**src/rtl/nibble_serial_addsub.sv**
```systemverilog
// Multi-cycle WIDTH-bit add/sub, one 4-bit CLA nibble per cycle, LSB first.
// Optional signed-overflow output: define ADDSUB_OVF_EN.
module nibble_serial_addsub #(
  parameter int WIDTH = 16
) (
  input  logic             clk,
  input  logic             rst_n,
  input  logic             in_valid,
  output logic             in_ready,
  input  logic [WIDTH-1:0] a,
  input  logic [WIDTH-1:0] b,
  input  logic             sub,
  input  logic             cin,
  output logic             out_valid,
  input  logic             out_ready,
  output logic [WIDTH-1:0] sum,
  output logic             cout,
  output logic             busy
`ifdef ADDSUB_OVF_EN
  ,
  output logic             ovf
`endif
);

  localparam int NIB = WIDTH / 4;
  localparam int CW  = (NIB > 1) ? $clog2(NIB) : 1;

  typedef enum logic [1:0] {
    IDLE = 2'd0,
    RUN  = 2'd1,
    DONE = 2'd2
  } state_t;

  state_t state, state_n;

  logic [WIDTH-1:0] opa, opb;
  logic [WIDTH-1:0] sum_q;
  logic [CW-1:0]    cnt;
  logic             carry;
  logic             cout_q;
  logic             oval_q;

  logic st_idle, st_run, st_done;
  logic last;

  logic [3:0] x, y, g, p, s;
  logic [3:0] c;
  logic       c4;

  assign st_idle = (state == IDLE);
  assign st_run  = (state == RUN);
  assign st_done = (state == DONE);
  assign last    = (cnt == CW'(NIB - 1));

  // 4-bit carry-lookahead slice on the current nibble
  always_comb begin
    x    = 4'(opa >> {cnt, 2'b00});
    y    = 4'(opb >> {cnt, 2'b00});
    g    = x & y;
    p    = x ^ y;
    c[0] = carry;
    c[1] = g[0] | (p[0] & carry);
    c[2] = g[1] | (p[1] & g[0])
         | (p[1] & p[0] & carry);
    c[3] = g[2] | (p[2] & g[1])
         | (p[2] & p[1] & g[0])
         | (p[2] & p[1] & p[0] & carry);
    c4   = g[3] | (p[3] & g[2])
         | (p[3] & p[2] & g[1])
         | (p[3] & p[2] & p[1] & g[0])
         | (p[3] & p[2] & p[1] & p[0] & carry);
    s    = p ^ c;
  end

  always_comb begin
    state_n = state;
    unique case (1'b1)
      st_idle: if (in_valid)  state_n = RUN;
      st_run:  if (last)      state_n = DONE;
      st_done: if (out_ready) state_n = IDLE;
      default:                state_n = IDLE;
    endcase
  end

  always_ff @(posedge clk or negedge rst_n) begin
    if (!rst_n) begin
      state <= IDLE;
    end else begin
      state <= state_n;
    end
  end

  always_ff @(posedge clk or negedge rst_n) begin
    if (!rst_n) begin
      opa    <= '0;
      opb    <= '0;
      carry  <= 1'b0;
      cnt    <= '0;
      sum_q  <= '0;
      cout_q <= 1'b0;
      oval_q <= 1'b0;
    end else begin
      if (st_idle && in_valid) begin
        opa   <= a;
        opb   <= sub ? ~b : b;
        carry <= sub | cin;
        cnt   <= '0;
      end
      if (st_run) begin
        sum_q[{cnt, 2'b00} +: 4] <= s;
        carry <= c4;
        cnt   <= cnt + CW'(1);
        if (last) begin
          cout_q <= c4;
          oval_q <= 1'b1;
        end
      end
      if (st_done && out_ready) begin
        oval_q <= 1'b0;
      end
    end
  end

`ifdef ADDSUB_OVF_EN
  logic ovf_q;

  // final sum MSB is the top bit of the last slice output
  always_ff @(posedge clk or negedge rst_n) begin
    if (!rst_n) begin
      ovf_q <= 1'b0;
    end else if (st_run && last) begin
      ovf_q <= (opa[WIDTH-1] == opb[WIDTH-1])
             & (s[3] != opa[WIDTH-1]);
    end
  end

  assign ovf = ovf_q;
`endif

  assign in_ready  = st_idle;
  assign busy      = !st_idle;
  assign out_valid = oval_q;
  assign sum       = sum_q;
  assign cout      = cout_q;

endmodule

```
**config.mk**
```make
export PLATFORM = sky130hd
export DESIGN_NAME = nibble_serial_addsub
export DESIGN_NICKNAME = d
export VERILOG_FILES = /design/src/rtl/nibble_serial_addsub.sv
export SDC_FILE = /design/constraint.sdc
export NUM_CORES = 1
export LEC_CHECK = 0
export CAP_MARGIN = 10
export CORE_ASPECT_RATIO = 0.8
export CORE_MARGIN = 10
export CORE_UTILIZATION = 51
export CTS_CLUSTER_SIZE = 8
export DETAILED_ROUTE_END_ITERATION = 8
export GPL_TIMING_DRIVEN = 0
export PLACE_DENSITY_LB_ADDON = 0.3
export SLEW_MARGIN = 25
export SYNTH_ARGS = -nofsm -noshare
export SYNTH_HDL_FRONTEND = slang
export SYNTH_SLANG_ARGS = --single-unit
```
**constraint.sdc**
```tcl
create_clock -name clk -period 3.1 [get_ports clk]
set_input_delay 0.62 -clock clk [delete_from_list [all_inputs] [get_ports clk]]
set_output_delay 0.62 -clock clk [all_outputs]
set_load 0.005 [all_outputs]
```
==> results of run 1 <==
cells in the final DEF (no fill, tap or decap), types with 2 or more instances in the layout:
cell type,netlist,routed
nand2_1,36,36
o21ai_0,27,27
a21oi_1,2,2
ha_1,10,10
buf_2,4,4
clkdlybuf4s50_1,0,55
nand3_1,3,3
o31ai_2,2,2
a21o_1,3,3
o31ai_1,8,8
inv_1,5,5
nor2_1,3,3
mux2_2,16,16
dfrtp_1,55,55
nand3b_1,3,3
a211oi_1,2,2
o21ba_2,2,2
mux4_2,8,8
xnor2_1,17,17
buf_4,1,2
buf_6,3,3
clkbuf_1,4,4
nand2b_1,2,2
clkbuf_8,0,6
metrics by stage:
stage	worst slack, ps	power (W)
2_1_floorplan	610.1	0.002557
3_3_place_gp	-211.3	0.003184
3_5_place_dp	140.6	0.003271
4_1_cts	135.8	0.003755
5_1_grt	12.77	0.004021
6_report	109.6	0.003738
power groups by stage:
stage,Combinational [W],Clock [W],Sequential [W]
2_1_floorplan,0.00136,0,0.00120
3_3_place_gp,0.00196,0,0.00123
3_5_place_dp,0.00202,0,0.00125
4_1_cts,0.00202,0.000497,0.00123
5_1_grt,0.00221,0.000533,0.00127
6_report,0.00201,0.000494,0.00123
cells by family (layout without fill, tap and decap cells):
| kind of cell | count (synthesis) | in the layout | share of synthesized area |
|---|---|---|---|
| AND/OR/NAND/NOR | 56 | 56 | 0.1052 |
| buffers and inverters | 17 | 81 | 0.03477 |
| multiplexers | 24 | 24 | 0.1317 |
| adder cells (fa/ha/maj) | 11 | 11 | 0.05307 |
| AO/OA/AOI/OAI | 50 | 50 | 0.1176 |
| XOR/XNOR | 17 | 17 | 0.05444 |
| flip-flops | 55 | 55 | 0.5032 |
cells in the mapped netlist, drive strengths merged, types with 4 or more instances:
cell | n | area (um2)
dfrtp | 55 | 1376
nand2 | 36 | 135.1
o21ai | 27 | 135.1
xnor2 | 17 | 148.9
mux2 | 16 | 180.2
ha | 10 | 125.1
o31ai | 10 | 85.08
buf | 8 | 61.31
mux4 | 8 | 180.2
inv | 5 | 18.77
clkbuf | 4 | 15.01
nand3b | 4 | 42.54
worst reg2reg max path: stages (launching register included):
cell,delay (ps)
dfrtp_1,570
buf_2,360
mux4_2,600
ha_1,340
a21o_1,180
a211oi_1,620
o31ai_1,200
layer usage:
metal,track usage,part of all wire
met3,0.05052,0.066
met2,0.2268,0.46
met5,0,0
met1,0.1869,0.46
met4,0.05371,0.013
final timing paths:
check	startpoint	to	slack (ps)	cells after the start
setup reg to reg	cnt[0]	sum[10]	110	6
hold reg to reg	opb[14]	opb[14]	490	2
min in group clk	opb[14]	opb[14]	490	2
setup / recovery	cnt[0]	sum[10]	110	6
hold / removal	rst_n	sum[8]	340	1
max in group asynchronous	rst_n	opa[4]	2290	1
cell type report:
class / count / share of cell area
multi-input combinational: 158 / 0.3623
sequential: 55 / 0.3945
buffer: 12 / 0.02188
inverter: 5 / 0.005380
timing repair buffer: 56 / 0.1600
clock buffer: 6 / 0.02367
clock inverter: 2 / 0.01004
tap: 62 / 0.02224
state kept, by name, summed over array words and instances (netlist names):
| signal | cells |
|---|---|
| carry | 1 |
| cnt | 2 |
| cout | 1 |
| opa | 16 |
| opb | 16 |
| out_valid | 1 |
| state | 2 |
| sum | 16 |
==> impl_metrics.csv, run 1 <==
group,metric,value,unit
worst_setup_path,arrival,3160,ps
clock_network,clock-root-buffer,"clkbuf_8",
finish,n_antenna_cell,0,
clock_network,cts_buffers,5,
grt,grt_max_degree,56,
finish,fin_area,3488,um2
grt,grt_pass1_wl,10170,um
clock_network,cts_resized,0,
synthesis,synth_cell_types,36,
finish,regArea,1376,um2
sta,hold_viol_final,0,
sta,fin_hold_ws,339.7,ps
worst_setup_path,crit_family,"compound AO/OA/AOI/OAI gates",
power,power_switching,0.001483,W
finish,area_growth,27.54,%
worst_setup_path,required,3270,ps
worst_setup_path,timing_worst_setup_path_type,"reg2reg",
finish,multi_input_area,1264,um2
synthesis,yosysSeqAreaShare,0.5032,
synthesis,synth_seq_cells,55,
sta,setup_violations,0,
sta,rsz0062_at_grt,"no",
clock_network,cts_tree,"done",
placed_design,hpwlAfterDp,4709,um
worst_setup_path,path_cells,"buf_2 -> mux4_2 -> ha_1 -> a21o_1 -> a211oi_1 -> o31ai_1",
synthesis,async_flop_share,1.000,
routing,wl_per_cell,17.12,um
clock_network,clk_path_buf_depth,2,
floorplanning,rows,23,
grt,grt_pass1_vias,2140,
clock_network,htree_levels,2,
power,ir_drop,0.5396,mV
floorplanning,die_area,8710,um2
sta,tightest_slew,695.7,ps
clock_network,cts_setup_buffers,0,
finish,nets,342,
worst_setup_path,path_buf_inv,1,
run_status,status,"finished clean",
floorplanning,core_region_area,5094,um2
clock_network,clkSinkCount,55,
worst_setup_path,critPathMaxStageDelay,620,ps
synthesis,synth_edf_count,0,
finish,stdcell_count,356,
sta,period_minus_slack,2990,ps
worst_hold_path,hold_path_class,"in2async",
clock_network,clk_latency,310,ps
power,p_leak,1.496,nW
finish,fin_util,0.6848,
synthesis,avgSynthCellArea,11.89,um2
sta,layout_worst_path_cycle_share,0.9646,
placed_design,place_congestion,0.8285,
worst_setup_path,start_kind,"register",
power,pwr-share-comb,0.538,
sta,relSlewSlack,0.5334,
power,swShare,0.3968,
sta,drv_slew,0,
power,p_per_area,1072,nW/um2
power,clock_power_share,0.132,
routing,via_per_inst,5.514,
routing,drtIter0Drc,100,
power,internal-power,0.002255,W
grt,overflow,0,
floorplanning,initial_core_util,0.5370,
placed_design,io_buffers,56,
run,drv_cap,0,
floorplanning,fp.dieW,101.9,um
power,seqPwrFrac,0.330,
sta,finalClockSkew,8.180,ps
routing,drt-pass1-iter-count,4,
routing,drc_errors,0,
floorplanning,ios,58,
synthesis,yosys_most_used_dff,"dfrtp_1",
sta,clock.fmax,334.4,MHz
finish,drive_gt1_frac,0.1701,
routing,ant_nets,0,
worst_setup_path,slowest_stage,"a211oi_1",
routing,wl,6096,um
placed_design,place_inst,348,
clock_network,ctsHoldBuffers,0,
finish,nFillCells,396,
worst_setup_path,end_kind,"register",
clock_network,clk_pin_slew,100,ps
grt,antenna_found_initial,0,
sta,setup-tns-final,0,ps
worst_setup_path,worst-path-max-fanout,10,
routing,vias,1963,
synthesis,syn_nets,279,
floorplanning,die_h,85.50,um
synthesis,syn-cell-area,2735,um2
synthesis,netlist_instances,230,
placed_design,placement.cell_area,3371,um2
synthesis,ys.warnings.count,0,
grt,grt_use_total,0.1469,
Power figures use the tool's default switching activity.
==> run 2: changes to the inputs <==
Settings changed: SLEW_MARGIN 25 to 10.
==> run 2 against run 1 <==
Fmax rose by 0.18%. Clock-buffer cell count did not move. Total power rose by 0.42%. Combinational power barely moved. Non-clock buffer count rose by 1. Clock skew fell by 1.4 ps. Critical path type unchanged. Critical endpoint unchanged.
==> impl_metrics.csv, run 2 (same netlist as run 1, synthesis figures left out) <==
group,metric,value,unit
finish,area_growth,28.18,%
grt,grt-busiest-layer,"met2",
grt,antenna_found_initial,0,
run_status,status,"finished clean",
sta,finalClockSkew,6.806,ps
grt,overflow,0,
clock_network,cts_setup_buffers,0,
finish,fin_util,0.6883,
worst_setup_path,reg2reg_to,"sum[10]",
routing,vias,2019,
finish,mostFrequentLayoutCells,"dfrtp_1, clkdlybuf4s50_1, nand2_1, o21ai_0, xnor2_1",
clock_network,clk_pin_slew,100,ps
grt,grt_use_met1,0.2035,
floorplanning,core_region_area,5094,um2
worst_setup_path,r2r-start,"cnt[0]",
sta,hold_viol_final,0,
placed_design,io_buffers,56,
run,drv_cap,0,
clock_network,clock-root-buffer,"clkbuf_8",
floorplanning,initial_core_util,0.5370,
finish,nFillCells,402,
sta,layout_worst_path_cycle_share,0.9629,
floorplanning,ios,58,
clock_network,htree_levels,2,
worst_hold_path,hold_path_class,"in2async",
floorplanning,rows,23,
routing,drtIter0Drc,89,
clock_network,clk_path_buf_depth,2,
clock_network,cts_buffers,5,
floorplanning,die_area,8710,um2
routing,via_per_inst,5.655,
routing,drc_errors,0,
sta,layout_setup_ws,115.1,ps
clock_network,cts_tree,"done",
clock_network,clk_latency,300,ps
routing,drt-pass1-iter-count,4,
power,p_leak,1.504,nW
placed_design,pre_cts_ws,134.9,ps
placed_design,place_congestion,0.8285,
worst_setup_path,ff2ff_path_depth,6,
sta,setup_violations,0,
routing,wl,6192,um
sta,drv_slew,0,
clock_network,ctsHoldBuffers,0,
floorplanning,fp.dieW,101.9,um
grt,use_met2,0.2327,
sta,period_minus_slack,2985,ps
placed_design,hpwlAfterDp,4859,um
sta,setup-tns-final,0,ps
clock_network,clkSinkCount,55,
grt,grt_pass1_vias,2185,
worst_setup_path,r2r_slack,120,ps
worst_setup_path,arrival,3150,ps
worst_setup_path,timing_worst_setup_path_type,"reg2reg",
grt,grt_max_degree,32,
sta,clock.fmax,335.0,MHz
floorplanning,die_h,85.50,um
worst_setup_path,worst-path-max-fanout,10,
finish,n_antenna_cell,0,
sta,rsz0062_at_grt,"no",
worst_setup_path,required,3260,ps
worst_setup_path,cp-startpoint,"cnt[0]",
clock_network,cts_resized,0,
power,ir_drop,0.5325,mV
sta,tightest_slew,659.8,ps
grt,grt.met3_usage,0.03929,
power,p_per_area,1071,nW/um2
finish,nets,343,
routing,wl_per_cell,17.34,um
worst_setup_path,start_kind,"register",
grt,grt_pass1_wl,10620,um
finish,drive_gt1_frac,0.1729,
sta,relSlewSlack,0.5575,
routing,ant_nets,0,
worst_setup_path,end_kind,"register",
grt,grt_use_total,0.1507,
## run 2: cell types whose count changed in the layout (fill, tap and decap cells not counted), sizes merged
cell	delta
buf	+1
## run 2: how the worst max path moves through the flow
stage                    to  slack [ps]  cells after the start
floorplan           sum[10]         610                      6
global placement    opb[14]        -210                      1
detailed placement  sum[10]         130                      6
CTS                 sum[10]         120                      6
global route        sum[10]         0.2                      6
finish              sum[10]         120                      6
## run 2: stage by stage
step	power [W]	instances	instance area [um2]	hold WS [ps]
final	0.003754	357	3506	294.8
after global routing	0.004051	357	3506	336.7
after CTS	0.003772	357	3506	317.2
after detailed placement	0.003286	349	3388	473.0
after global placement	0.003184	348	3373	456.4
after floorplan	0.002557	230	2735	324.4
## run 2: cell type report
cell class	count	area, um2	area share
timing repair buffer	57	575.6	0.1642
clock inverter	2	35.03	0.009993
sequential	55	1376	0.3926
tap	62	77.57	0.02213
multi-input combinational	158	1264	0.3605
inverter	5	18.77	0.005353
buffer	12	76.32	0.02177
clock buffer	6	82.58	0.02355
## run 2: report_power, final
group	internal, W	switching [W]	total, W
Combinational	0.000962	0.00107	0.00203
Clock	0.000262	0.000229	0.000490
Sequential	0.00104	0.000196	0.00123
## run 2: per-layer routing
| metal | share of wire | up-vias | wire (um) |
|---|---|---|---|
| met4 | 0.0089 | 0 | 55 |
| met3 | 0.058 | 8 | 358 |
| met2 | 0.48 | 58 | 2962 |
| met1 | 0.45 | 1015 | 2815 |
| li1 | - | 938 | - |
| met5 | 0 | - | 0 |
## run 2: critical path, stage by stage, from the launching register on
cell and delay (ps):
dfrtp_1 580, buf_2 350, mux4_2 590, ha_1 340, a21o_1 180, a211oi_1 590, o31ai_1 200
